### src/rtl/slow_clock_pkg.sv
// Shared serial constants: system clock, baud rate
// and the default clocks-per-bit divider.
package slow_clock_pkg;

  localparam int unsigned CLK_HZ = 50_000_000;
  localparam int unsigned BAUD = 115_200;
  localparam int unsigned DIV_DEFAULT = CLK_HZ / BAUD;

endpackage

### src/rtl/sync_2ff.sv
// Two-flop synchronizer for one async level.
// Resets to 1 so an idle-high line sees no edge.
module sync_2ff (
  input  logic CLK,
  input  logic RST_N,
  input  logic d,
  output logic q
);

  logic s1_q, s1_d;
  logic s2_q, s2_d;

  always_comb begin
    s1_d = d;
    s2_d = s1_q;
  end

  always_ff @(posedge CLK or negedge RST_N) begin
    if (!RST_N) begin
      s1_q <= 1'b1;
      s2_q <= 1'b1;
    end else begin
      s1_q <= s1_d;
      s2_q <= s2_d;
    end
  end

  assign q = s2_q;

endmodule

### src/rtl/slow_clock.sv
// Bit-rate clock recovered from a serial line.
// SCLK falls mid-bit; every line edge restarts the period.
module slow_clock
  import slow_clock_pkg::*;
#(
  parameter int unsigned DIV = DIV_DEFAULT
) (
  input  logic CLK,
  input  logic RST_N,
  input  logic SYNC,
  output logic SCLK
);

  localparam int unsigned HALF = DIV / 2;
  localparam int unsigned CW = $clog2(DIV);
  localparam logic [CW-1:0] CNT_LAST = CW'(DIV - 1);
  localparam logic [CW-1:0] CNT_HALF = CW'(HALF);

  logic          s2;
  logic          s3_q, s3_d;
  logic          sync_edge;
  logic [CW-1:0] cnt_q, cnt_d;
  logic [CW-1:0] cnt_inc;
  logic          sclk_q, sclk_d;

  sync_2ff u_sync (
    .CLK   (CLK),
    .RST_N (RST_N),
    .d     (SYNC),
    .q     (s2)
  );

  assign sync_edge = s2 ^ s3_q;
  assign cnt_inc = cnt_q + CW'(1);

  // A line edge outranks the period wrap so resync is immediate.
  always_comb begin
    s3_d   = s2;
    cnt_d  = cnt_q;
    sclk_d = sclk_q;
    if (sync_edge) begin
      cnt_d  = '0;
      sclk_d = 1'b1;
    end else if (cnt_q == CNT_LAST) begin
      cnt_d  = '0;
      sclk_d = 1'b1;
    end else begin
      cnt_d = cnt_inc;
      if (cnt_inc == CNT_HALF) begin
        sclk_d = 1'b0;
      end
    end
  end

  always_ff @(posedge CLK or negedge RST_N) begin
    if (!RST_N) begin
      s3_q   <= 1'b1;
      cnt_q  <= '0;
      sclk_q <= 1'b1;
    end else begin
      s3_q   <= s3_d;
      cnt_q  <= cnt_d;
      sclk_q <= sclk_d;
    end
  end

  assign SCLK = sclk_q;

endmodule

### config.mk
export PLATFORM = sky130hd
export DESIGN_NAME = slow_clock
export DESIGN_NICKNAME = d
export VERILOG_FILES = /design/src/rtl/slow_clock_pkg.sv /design/src/rtl/sync_2ff.sv /design/src/rtl/slow_clock.sv
export SDC_FILE = /design/constraint.sdc
export NUM_CORES = 1
export LEC_CHECK = 0
export ABC_AREA = 1
export CAP_MARGIN = 10
export CORE_MARGIN = 8
export CORE_UTILIZATION = 35
export DETAILED_ROUTE_END_ITERATION = 16
export DONT_BUFFER_PORTS = 1
export GPL_TIMING_DRIVEN = 1
export HOLD_SLACK_MARGIN = 0.03
export PLACE_DENSITY_LB_ADDON = 0.2
export SLEW_MARGIN = 15
export SYNTH_ARGS = -nofsm -noshare
export SYNTH_HDL_FRONTEND = slang
export SYNTH_SLANG_ARGS = --single-unit
### constraint.sdc
create_clock -name CLK -period 1.7 [get_ports CLK]
set_input_delay 0.34 -clock CLK [delete_from_list [all_inputs] [get_ports CLK]]
set_output_delay 0.34 -clock CLK [all_outputs]
set_load 0.01 [all_outputs]
==> metrics.log, run 1 <==
INFO  metric overall_die_height = 60.5 um
INFO  metric core_area = 1920 um2
INFO  metric holdWs = roughly 0.048 ns
INFO  metric synth.top_cell.area_share = between 30% and 40%
INFO  metric cts_num_sinks = 13
INFO  metric synthArstFlopShare = between 90% and 100%
INFO  metric cts_tree = yes
INFO  metric critical_path.endpoint_type = flip-flop
INFO  metric synth.cells.most_frequent = 23 x nand2_1, 14 x inv_1, 11 x nor2_1
INFO  metric hold_viol_final = 0
INFO  metric ys.warnings.count = 0
INFO  metric dpl_worst_slack = roughly 0.29 ns
INFO  metric synthesized_cell_area = just under 700 um2
INFO  metric io_buffer_count = 0
INFO  metric area.growth.synth_to_final = 10.1%
INFO  metric dieWidth = just over 60 um
INFO  metric dpl.cell_count = between 100 and 150
INFO  metric synth.yosys.seq_area_share = a little under half
INFO  metric max-cap-violations = 0
INFO  metric place_congestion = roughly 0.77
INFO  metric cts-buffers-inserted = 3
INFO  metric antenna_diode_count = 0
INFO  metric rsz0062_at_grt = no
INFO  metric ys_ff_latch = 13
INFO  metric globalRouteTotalUtil = 8.42%
INFO  metric post_synth.cell_area_avg = ~8 um2
INFO  metric final-max-slew-violation-count = 0
INFO  metric wl_per_cell = 10.7 um
INFO  metric placement_rows = 16
INFO  metric cts-htree-levels = 1
INFO  metric grt_pass1_vias = 500
INFO  metric antenna_found_initial = 0
INFO  metric fin_crit = roughly 1.4 ns
INFO  metric layoutNonFillerInstCount = ~120
INFO  metric min_path_type = input port to flip-flop
INFO  metric post_cts_resized = 0
INFO  metric startpoint_type = flip-flop
INFO  metric cts_max_path_buffers = 2
INFO  metric synth-edff-count = 0
INFO  metric vias_per_cell = 4.42
INFO  metric clockRootBuffer = clkbuf_4
INFO  metric total_leakage_power = 0.359 nW
INFO  metric synth_flop_cell = dfrtp_1
INFO  metric initial_utilization = between 30% and 40%
INFO  metric ir_worst_vdd = about 0.5 mV
INFO  metric dr.first_iter.drc_count = 7
INFO  metric timing.max_slew.rel_slack = about 60%
INFO  metric cts_post_setup_buffers_inserted = 0
INFO  metric run_status = complete, no violations
INFO  metric clkLatencyLatePin = 0.28 ns
INFO  metric post_route_cells_drive_above_1_share = 16.3%
INFO  metric postRouteWirelength = between 1000 and 1500 um
INFO  metric grt_pass1_wl = 2210 um
INFO  metric largest_net_degree_at_the_start_of_global_routing = 14
INFO  metric finalNetCount = approximately 100
INFO  metric timing.critical_path.arrival = 1.63 ns
INFO  metric die_area = about 3700 um2
INFO  metric crit_required = 1.91 ns
INFO  metric timing.setup.tns = 0 ns
INFO  metric netlist_instances = 87
INFO  metric ioPinCount = 4
INFO  metric yosysMostFrequentCell = nand2_1
INFO  metric clkTransAtPathRegs = around 0.08 ns
INFO  metric final_core_utilization = about two fifths
INFO  metric syn-num-nets = 93
INFO  metric critPathKind = flip-flop to flip-flop
INFO  metric vias = between 500 and 600
INFO  metric period_share = a little over four fifths
INFO  metric dr.pass1.iters = 4
INFO  metric final.fill_count = approximately 220
INFO  metric yosysUniqueCellTypes = 19
INFO  metric grt_remaining_overflow = 0
INFO  metric max_freq = between 700 and 800 MHz
INFO  metric critical_path.max_fanout = 4
INFO  metric final_antenna_net_count = 0
INFO  metric max_slew.worst_pin.slew = about 0.6 ns
INFO  metric clock-skew-final = 0.00853 ns
INFO  metric synth_area_leader_cell = dfrtp_1
INFO  metric ys_top_cells_by_area = dfrtp_1 33%, dfstp_2 15%, nand2_1 12%
INFO  metric layout_setup_ws = between 0.2 and 0.3 ns
INFO  metric power_per_cell_area = between 700 and 800 nW/um2
INFO  metric remaining_drc_errors = 0
INFO  metric setup_viol_count_final = 0
INFO  metric detailed_place_hpwl = 990 um
through the flow:
stage,total power (W),area [um2]
4_1_cts,0.000613,762
3_3_place_gp,0.000410,726
3_5_place_dp,0.000412,726
5_1_grt,0.000639,762
2_1_floorplan,0.000396,692
6_report,0.000602,762
area by class of cell:
| class | instances | area [um2] | area share, % |
|---|---|---|---|
| clock buffer | 4 | 26.3 | 3.45 |
| inverter | 15 | 56.3 | 7.39 |
| timing repair buffer | 1 | 10.0 | 1.31 |
| sequential | 13 | 330 | 43.3 |
| multi-input combinational | 59 | 305 | 40.1 |
| tap | 27 | 33.8 | 4.43 |
flip-flops by register name, summed over array words and instances, names as in the netlist:
signal	count
u_sync.q	1
cnt_q	9
SCLK	1
u_sync.s1_q	1
s3_q	1
cells by family after synthesis:
| logic type | Yosys count | synth area share, % |
|---|---|---|
| AO/OA/AOI/OAI | 3 | 2.17 |
| buffers and inverters | 15 | 8.14 |
| flip-flops | 13 | 47.7 |
| XOR/XNOR | 1 | 1.27 |
| AND/OR/NAND/NOR | 52 | 35.3 |
| adder cells (fa/ha/maj) | 3 | 5.43 |
where the power goes:
group	leakage (nW)	internal, W	switching (W)
logic	0.179	0.0000238	0.0000452
clock network	0.0150	0.0000911	0.0000997
registers	0.165	0.000327	0.0000155
critical path, cell delays in order (launching register included):
cell and delay [ns]:
dfrtp_1 0.41, ha_1 0.23, nand2_1 0.12, nand2_1 0.11, nand2_1 0.06, nor2_1 0.10, nand2_1 0.07, nor2_1 0.10
nand2_1 0.05, nand2_1 0.05, nand2_1 0.05
cell usage in the layout (no fill, tap or decap):
| cell | instances |
|---|---|
| nand2_1 | 23 |
| inv_1 | 14 |
| nor2_1 | 11 |
| dfrtp_1 | 9 |
| dfstp_2 | 4 |
| nand3_1 | 4 |
| nor2_2 | 3 |
| nand4_1 | 3 |
| ha_1 | 3 |
| clkbuf_4 | 3 |
| nand2_2 | 2 |
| a21oi_1 | 2 |
| nor3_1 | 2 |
| nor2_4 | 1 |
| nand3b_1 | 1 |
| nor4_1 | 1 |
| xnor2_1 | 1 |
| nand2_4 | 1 |
| o21ai_0 | 1 |
| inv_2 | 1 |
| clkbuf_1 | 1 |
| dlygate4sd3_1 | 1 |
metal layers:
| metal | GRT usage, % | part of all wire (%) |
|---|---|---|
| met1 | 8.99 | 44 |
| met2 | 13.9 | 52 |
| met3 | 2.54 | 3.1 |
| met4 | 5.98 | 0.94 |
| met5 | 0 | 0 |
final timing paths:
path                                          from                    end  slack [ns]  cells after the start
worst max-delay path            cnt_q[0]$_DFF_PN0_       SCLK$_DFFE_PN1P_        0.27                     10
worst min-delay path                          SYNC  u_sync.s1_q$_DFF_PN1_        0.05                      0
worst max register to register  cnt_q[0]$_DFF_PN0_       SCLK$_DFFE_PN1P_        0.27                     10
worst min register to register  u_sync.q$_DFF_PN1_         s3_q$_DFF_PN1_        0.37                      0
max in group asynchronous                    RST_N     cnt_q[6]$_DFF_PN0_        0.80                      1
min in group asynchronous                    RST_N     cnt_q[1]$_DFF_PN0_        0.50                      1
timing repair:
| action | 4_1_cts | 5_1_grt |
|---|---|---|
| endpoints found under the hold margin | 13 | 0 |
| hold buffers | 1 | 0 |
| endpoints found under the setup margin | 0 | 0 |
Note: power is estimated with default switching activity, not from simulation.
==> run 2: changes to the inputs <==
==> constraint.sdc (replaced) <==
create_clock -name CLK -period 1.41 [get_ports CLK]
set_input_delay 0.282 -clock CLK [delete_from_list [all_inputs] [get_ports CLK]]
set_output_delay 0.282 -clock CLK [all_outputs]
set_load 0.01 [all_outputs]
==> metrics.log, run 2 (synthesis gave the netlist of run 1 again) <==
INFO  metric fin_crit = 1.34 ns (was 1.43 ns)
INFO  metric total_switching_power = 0.000191 W (was 0.000160 W)
INFO  metric final-max-slew-violation-count = 0 (unchanged)
INFO  metric total_leakage_power = 0.378 nW (was 0.359 nW)
INFO  metric max_slew.worst_pin.slew = 0.575 ns (was 0.603 ns)
INFO  metric area.growth.synth_to_final = 17.2% (was 10.1%)
INFO  metric layout_setup_ws = 0.0675 ns (was 0.275 ns)
INFO  metric startpoint_type = flip-flop (unchanged)
INFO  metric power.clock.fraction = 29.1% (was 31.7%)
INFO  metric min_to = u_sync.q$_DFF_PN1_ (was u_sync.s1_q$_DFF_PN1_)
INFO  metric largest_net_degree_at_the_start_of_global_routing = 14 (unchanged)
INFO  metric cpMaxStageDelayCell = dfrtp_1 (unchanged)
INFO  metric grt_remaining_overflow = 0 (unchanged)
INFO  metric antenna_diode_count = 0 (unchanged)
INFO  metric timing.max_slew.rel_slack = 61.5% (was 59.6%)
INFO  metric cts_tree = yes (unchanged)
INFO  metric run_status = complete, no violations (unchanged)
INFO  metric overall_die_height = 60.5 um (unchanged)
INFO  metric crit_required = 1.56 ns (was 1.91 ns)
INFO  metric die_area = 3660 um2 (unchanged)
INFO  metric critical_path.n_buffers_inverters = 1 (was 0)
INFO  metric critical_path.max_fanout = 10 (was 4)
INFO  metric final_core_utilization = 42.2% (was 39.6%)
INFO  metric worst_r2r_path_depth = 7 (was 10)
INFO  metric vias_per_cell = 4.38 (was 4.42)
INFO  metric timing.critical_path.arrival = 1.49 ns (was 1.63 ns)
INFO  metric vias = 539 (was 526)
INFO  metric dr.first_iter.drc_count = 11 (was 7)
INFO  metric cts_max_path_buffers = 2 (unchanged)
INFO  metric final_common_cell = nand2_1 (unchanged)
INFO  metric cts-htree-levels = 1 (unchanged)
INFO  metric cts_num_sinks = 13 (unchanged)
INFO  metric dr.pass1.iters = 4 (unchanged)
INFO  metric cts-buffers-inserted = 3 (unchanged)
INFO  metric max_freq = 745 MHz (was 702 MHz)
INFO  metric critical_path.endpoint_type = flip-flop (unchanged)
INFO  metric hp-start = u_sync.s1_q$_DFF_PN1_ (was SYNC)
INFO  metric setup_viol_count_final = 0 (unchanged)
INFO  metric cpPeakStageDelay = 0.41 ns (about the same)
INFO  metric top_register = cnt_q (unchanged)
INFO  metric p_seq_share = 55.7% (was 56.9%)
INFO  metric globalRouteTotalUtil = 7.41% (was 8.42%)
INFO  metric mostFrequentLayoutCells = 23 x nand2_1, 13 x inv_1, 11 x nor2_1 (was 23 x nand2_1, 14 x inv_1, 11 x nor2_1)
INFO  metric crit_path_cell_trace = buf_6, ha_1, nand3_1, nor4_1, nand2_1, nand2_4, nor3_1 (was ha_1, nand2_1, nand2_1, nand2_1, nor2_1, nand2_1, nor2_1, nand2_1, nand2_1, nand2_1)
INFO  metric placement_rows = 16 (unchanged)
INFO  metric clkTransAtPathRegs = 0.07 ns (was 0.08 ns)
INFO  metric rsz0062_at_grt = yes (was no)
INFO  metric io_buffer_count = 0 (unchanged)
INFO  metric max-cap-violations = 0 (unchanged)
INFO  metric antenna_found_initial = 0 (unchanged)
INFO  metric remaining_drc_errors = 0 (unchanged)
INFO  metric clockRootBuffer = clkbuf_4 (unchanged)
INFO  metric worst_path_dominant_cell_family = simple AND/OR/NAND/NOR gates (unchanged)
INFO  metric largest_reg_flops = 9 (unchanged)
INFO  metric detailed_place_hpwl = 941 um (was 990 um)
INFO  metric reg2reg_setup_slack = 0.07 ns (was 0.27 ns)
INFO  metric hold_viol_final = 0 (unchanged)
INFO  metric final_antenna_net_count = 0 (unchanged)
INFO  metric switching_share = 25.7% (was 26.6%)
INFO  metric grt_pass1_wl = 2010 um (was 2210 um)
INFO  metric power_per_cell_area = 917 nW/um2 (was 790 nW/um2)
INFO  metric core_area = 1920 um2 (unchanged)
INFO  metric initial_utilization = 36.0% (unchanged)
INFO  metric dieWidth = 60.5 um (unchanged)
INFO  metric crit-reg2reg-capture = cnt_q[6]$_DFF_PN0_ (was SCLK$_DFFE_PN1P_)
INFO  metric clock-skew-final = 0.00304 ns (was 0.00853 ns)
INFO  metric grt_pass1_vias = 509 (was 500)
INFO  metric ioPinCount = 4 (unchanged)
INFO  metric ir_worst_vdd = 0.500 mV (was 0.510 mV)
INFO  metric min_path_type = flip-flop to flip-flop (was input port to flip-flop)
INFO  metric dpl_worst_slack = 0.0167 ns (was 0.290 ns)
INFO  metric clkLatencyLatePin = 0.27 ns (was 0.28 ns)
INFO  metric p_int = 0.000552 W (was 0.000442 W)
INFO  metric critical_path_cell_count = 7 (was 10)
INFO  metric postRouteWirelength = 1210 um (was 1280 um)
INFO  metric period_share = 95.2% (was 83.8%)
INFO  metric wl_per_cell = 9.86 um (was 10.7 um)
INFO  metric critPathKind = flip-flop to flip-flop (unchanged)
INFO  metric min_path_cells = 0 (unchanged)
INFO  metric power.share.combinational = 15.2% (was 11.5%)
INFO  metric finalNetCount = 103 (was 99)
INFO  metric place_congestion = 0.720 (was 0.769)
INFO  metric post_route_cells_drive_above_1_share = 20.8% (was 16.3%)
INFO  metric regToRegStartpoint = cnt_q[0]$_DFF_PN0_ (unchanged)
[run 2: final cells by class]
class | count | area [um2]
fillers | 200 | 1110
repair buffers | 5 | 46.3
multi-input cells | 59 | 318
inverters | 15 | 56.3
flip-flops and latches | 13 | 330
well taps | 27 | 33.8
clock buffers | 4 | 26.3
[run 2: what timing repair did]
item | 4_1_cts | 5_1_grt
endpoints found under the setup margin | 1 | 2
buffers inserted | 0 | 2
pin swaps | 0 | 1
endpoints found under the hold margin | 14 | 0
hold buffers | 2 | 0
resized for setup | 1 | 3
[run 2: per-layer routing]
layer	wire (um)	share of wire (%)	vias to the layer above	global-route usage, %
met3	23	1.9	5	1.27
met4	36	3.0	0	5.98
met2	599	49	6	13.1
met1	553	46	239	7.49
li1	-	-	289	-
met5	0	0	-	0
[run 2: power groups by stage]
stage / combinational, W / clock, W / sequential, W
floorplan: 0.0000626 / 0 / 0.000415
global placement: 0.0000776 / 0 / 0.000418
detailed placement: 0.0000755 / 0 / 0.000419
CTS: 0.0000887 / 0.000224 / 0.000412
global route: 0.000128 / 0.000254 / 0.000416
finish: 0.000113 / 0.000217 / 0.000414
[run 2: stage by stage]
step / power (W) / hold slack, ns / setup TNS (ns) / cell area [um2] / instances
2_1_floorplan: 0.000478 / -0.0136 / 0 / 692 / 87
3_3_place_gp: 0.000496 / -0.0132 / -0.00940 / 733 / 115
3_5_place_dp: 0.000494 / -0.0131 / 0 / 733 / 115
4_1_cts: 0.000725 / 0.360 / 0 / 782 / 121
5_1_grt: 0.000798 / 0.367 / -0.0991 / 811 / 123
6_report: 0.000744 / 0.359 / 0 / 811 / 123
[run 2: how the worst max path moves through the flow]
stage | startpoint | endpoint | slack (ns)
2_1_floorplan | cnt_q[0]$_DFF_PN0_ | SCLK$_DFFE_PN1P_ | 0.16
3_3_place_gp | cnt_q[0]$_DFF_PN0_ | SCLK$_DFFE_PN1P_ | -0.009
3_5_place_dp | cnt_q[0]$_DFF_PN0_ | SCLK$_DFFE_PN1P_ | 0.02
4_1_cts | cnt_q[0]$_DFF_PN0_ | SCLK$_DFFE_PN1P_ | 0.02
5_1_grt | cnt_q[0]$_DFF_PN0_ | cnt_q[6]$_DFF_PN0_ | -0.03
6_report | cnt_q[0]$_DFF_PN0_ | cnt_q[6]$_DFF_PN0_ | 0.07
[run 2: worst register-to-register path, stage by stage, from the launching register on]
cell     delay (ns)
dfrtp_1        0.41
buf_6          0.13
ha_1           0.13
nand3_1        0.07
nor4_1         0.16
nand2_1        0.13
nand2_4        0.14
nor3_1         0.06
==> run 3: changes to the inputs <==
--- a/config.mk
+++ b/config.mk
@@ -13,7 +13,6 @@
 export DONT_BUFFER_PORTS = 1
 export GPL_TIMING_DRIVEN = 1
 export HOLD_SLACK_MARGIN = 0.03
-export PLACE_DENSITY_LB_ADDON = 0.2
 export SLEW_MARGIN = 15
 export SYNTH_ARGS = -nofsm -noshare
 export SYNTH_HDL_FRONTEND = slang
==> metrics.log, run 3 (synthesis gave the netlist of run 1 again) <==
INFO  metric critical_path.n_buffers_inverters = 1 (unchanged)
INFO  metric setup_viol_count_final = 10 (was 0)
INFO  metric top_register = cnt_q (unchanged)
INFO  metric power_per_cell_area = 896 nW/um2 (was 917 nW/um2)
INFO  metric layoutNonFillerInstCount = 125 (was 123)
INFO  metric rsz0062_at_grt = yes (unchanged)
INFO  metric startpoint_type = flip-flop (unchanged)
INFO  metric largest_net_degree_at_the_start_of_global_routing = 14 (unchanged)
INFO  metric clkTransAtPathRegs = 0.08 ns (was 0.07 ns)
INFO  metric wl_per_cell = 11.8 um (was 9.86 um)
INFO  metric power.share.combinational = 19.4% (was 15.2%)
INFO  metric worst_path_dominant_cell_family = simple AND/OR/NAND/NOR gates (unchanged)
INFO  metric postRouteWirelength = 1480 um (was 1210 um)
INFO  metric violations = negative setup slack
INFO  metric holdWs = 0.357 ns (was 0.359 ns)
INFO  metric vias = 563 (was 539)
INFO  metric clock-skew-final = 0.00910 ns (was 0.00304 ns)
INFO  metric grt_pass1_vias = 560 (was 509)
INFO  metric cts_tree = yes (unchanged)
INFO  metric hp-start = u_sync.s1_q$_DFF_PN1_ (unchanged)
INFO  metric dpl_worst_slack = 0.0252 ns (was 0.0167 ns)
INFO  metric cpMostUsedCell = nand2_1
INFO  metric grt_remaining_overflow = 0 (unchanged)
INFO  metric switching_share = 28.6% (was 25.7%)
INFO  metric area.growth.synth_to_final = 29.7% (was 17.2%)
INFO  metric run_status = finished with violations (was complete, no violations)
INFO  metric clkLatencyLatePin = 0.28 ns (was 0.27 ns)
INFO  metric clockRootBuffer = clkbuf_4 (unchanged)
INFO  metric critPathKind = flip-flop to flip-flop (unchanged)
INFO  metric post_route_cells_drive_above_1_share = 35.7% (was 20.8%)
INFO  metric cts_max_path_buffers = 2 (unchanged)
INFO  metric crit_required = 1.62 ns (was 1.56 ns)
INFO  metric cpPeakStageDelay = 0.42 ns (was 0.41 ns)
INFO  metric antenna_found_initial = 0 (unchanged)
INFO  metric place_congestion = 0.857 (was 0.720)
INFO  metric initial_utilization = 36.0% (unchanged)
INFO  metric cts-htree-levels = 1 (unchanged)
INFO  metric placement_rows = 16 (unchanged)
INFO  metric core_area = 1920 um2 (unchanged)
INFO  metric hold_viol_final = 0 (unchanged)
INFO  metric layout_setup_ws = -0.0880 ns (was 0.0675 ns)
INFO  metric worst_r2r_path_depth = 11 (was 7)
INFO  metric min_path_cells = 0 (unchanged)
INFO  metric final_core_utilization = 46.7% (was 42.2%)
INFO  metric critical_path.max_fanout = 4 (was 10)
INFO  metric dpl.cell_count = 115 (unchanged)
INFO  metric total_leakage_power = 0.388 nW (was 0.378 nW)
INFO  metric final_common_cell = nand2_1 (unchanged)
INFO  metric period_share = 106% (was 95.2%)
INFO  metric cts_num_sinks = 13 (unchanged)
INFO  metric cts-buffers-inserted = 3 (unchanged)
INFO  metric crit_path_cell_trace = buf_6, ha_4, nand3_2, nor2_1, nor2_1, nor2_1, nand2_1, nor2_2, nand2_1, nand2_1, nand2_1 (was buf_6, ha_1, nand3_1, nor4_1, nand2_1, nand2_4, nor3_1)
INFO  metric final.fill_count = 189 (was 200)
INFO  metric ir_worst_vdd = 0.561 mV (was 0.500 mV)
INFO  metric p_int = 0.000574 W (was 0.000552 W)
INFO  metric io_buffer_count = 0 (unchanged)
INFO  metric die_area = 3660 um2 (unchanged)
INFO  metric startpoint = cnt_q[1]$_DFF_PN0_ (was cnt_q[0]$_DFF_PN0_)
INFO  metric reg2reg_setup_slack = -0.09 ns (was 0.07 ns)
INFO  metric crit-reg2reg-capture = SCLK$_DFFE_PN1P_ (was cnt_q[6]$_DFF_PN0_)
INFO  metric mostFrequentLayoutCells = 21 x nand2_1, 13 x inv_1, 8 x nor2_1 (was 23 x nand2_1, 13 x inv_1, 11 x nor2_1)
INFO  metric max_slew.worst_pin.slew = 0.603 ns (was 0.575 ns)
INFO  metric vias_per_cell = 4.50 (was 4.38)
INFO  metric total_switching_power = 0.000230 W (was 0.000191 W)
INFO  metric critical_path.endpoint_type = flip-flop (unchanged)
INFO  metric finalNetCount = 105 (was 103)
INFO  metric antenna_diode_count = 0 (unchanged)
INFO  metric power.clock.fraction = 28.3% (was 29.1%)
INFO  metric design_power_total = 0.000804 W (was 0.000744 W)
INFO  metric globalRouteTotalUtil = 8.98% (was 7.41%)
INFO  metric p_seq_share = 52.3% (was 55.7%)
INFO  metric largest_reg_flops = 9 (unchanged)
INFO  metric max-cap-violations = 0 (unchanged)
INFO  metric detailed_place_hpwl = 890 um (was 941 um)
INFO  metric final_antenna_net_count = 0 (unchanged)
INFO  metric dr.first_iter.drc_count = 13 (was 11)
INFO  metric regToRegStartpoint = cnt_q[1]$_DFF_PN0_ (was cnt_q[0]$_DFF_PN0_)
INFO  metric dr.pass1.iters = 5 (was 4)
INFO  metric dieWidth = 60.5 um (unchanged)
INFO  metric min_to = u_sync.q$_DFF_PN1_ (unchanged)
INFO  metric cpMaxStageDelayCell = dfrtp_1 (unchanged)
INFO  metric critical_path_cell_count = 11 (was 7)
INFO  metric ff_latch_area = 333 um2 (was 330 um2)
INFO  metric remaining_drc_errors = 0 (unchanged)
INFO  metric max_freq = 668 MHz (was 745 MHz)
INFO  metric ioPinCount = 4 (unchanged)
INFO  metric timing.max_slew.rel_slack = 59.7% (was 61.5%)
INFO  metric final-max-slew-violation-count = 0 (unchanged)
INFO  metric fin_crit = 1.50 ns (was 1.34 ns)
INFO  metric timing.critical_path.arrival = 1.70 ns (was 1.49 ns)
INFO  metric multiInputGateArea = 394 um2 (was 318 um2)
INFO  metric grt_pass1_wl = 2430 um (was 2010 um)
INFO  metric min_path_type = flip-flop to flip-flop (unchanged)
INFO  metric overall_die_height = 60.5 um (unchanged)
-- run 3: changes by cell type in the layout (fill, tap and decap cells not counted), sizes merged --
cell	change
nand2	+1
buf	+1
-- run 3: repair_timing --
action | CTS | global route
pin swaps | 1 | 9
hold endpoints to repair | 14 | 0
resized for setup | 2 | 19
hold buffers | 2 | 0
endpoints found under the setup margin | 2 | 10
gates cloned | 1 | 0
setup buffers | 0 | 3
-- run 3: cell type report --
| type | instances | area share, % |
|---|---|---|
| clock buffer | 4 | 2.93 |
| inverter | 15 | 6.28 |
| multi-input combinational | 60 | 43.9 |
| sequential | 13 | 37.1 |
| tap | 27 | 3.77 |
| timing repair buffer | 6 | 6.00 |
-- run 3: worst max-delay path by stage --
stage / to / slack (ns)
3_3_place_gp: cnt_q[7]$_DFF_PN0_ / 0.04
6_report: SCLK$_DFFE_PN1P_ / -0.09
4_1_cts: cnt_q[3]$_DFF_PN0_ / 0.0005
2_1_floorplan: SCLK$_DFFE_PN1P_ / 0.16
5_1_grt: SCLK$_DFFE_PN1P_ / -0.20
3_5_place_dp: SCLK$_DFFE_PN1P_ / 0.03
-- run 3: power by group through the flow --
stage	sequential, W	combinational [W]	clock [W]
2_1_floorplan	0.000415	0.0000626	0
3_3_place_gp	0.000418	0.0000772	0
3_5_place_dp	0.000419	0.0000784	0
4_1_cts	0.000412	0.0000959	0.000235
5_1_grt	0.000422	0.000170	0.000253
6_report	0.000420	0.000156	0.000228
-- run 3: worst register-to-register path, stage by stage, from the launching register on --
cell,delay [ns]
dfrtp_1,0.42
buf_6,0.13
ha_4,0.15
nand3_2,0.08
nor2_1,0.11
nor2_1,0.06
nor2_1,0.12
nand2_1,0.08
nor2_2,0.13
nand2_1,0.06
nand2_1,0.06
nand2_1,0.05
-- run 3: per-stage QoR --
stage                     TNS [ns]  instance area, um2
final                       -0.285                 897
after global routing         -1.27                 897
after CTS                        0                 795
after detailed placement         0                 733
after global placement           0                 733
after floorplan                  0                 692
-- run 3: routing by layer --
metal	GRT usage (%)	vias up	wire, um
li1	-	290	-
met3	1.27	5	25
met1	9.74	261	636
met5	0	-	0
met4	6.98	0	46
met2	15.4	7	771
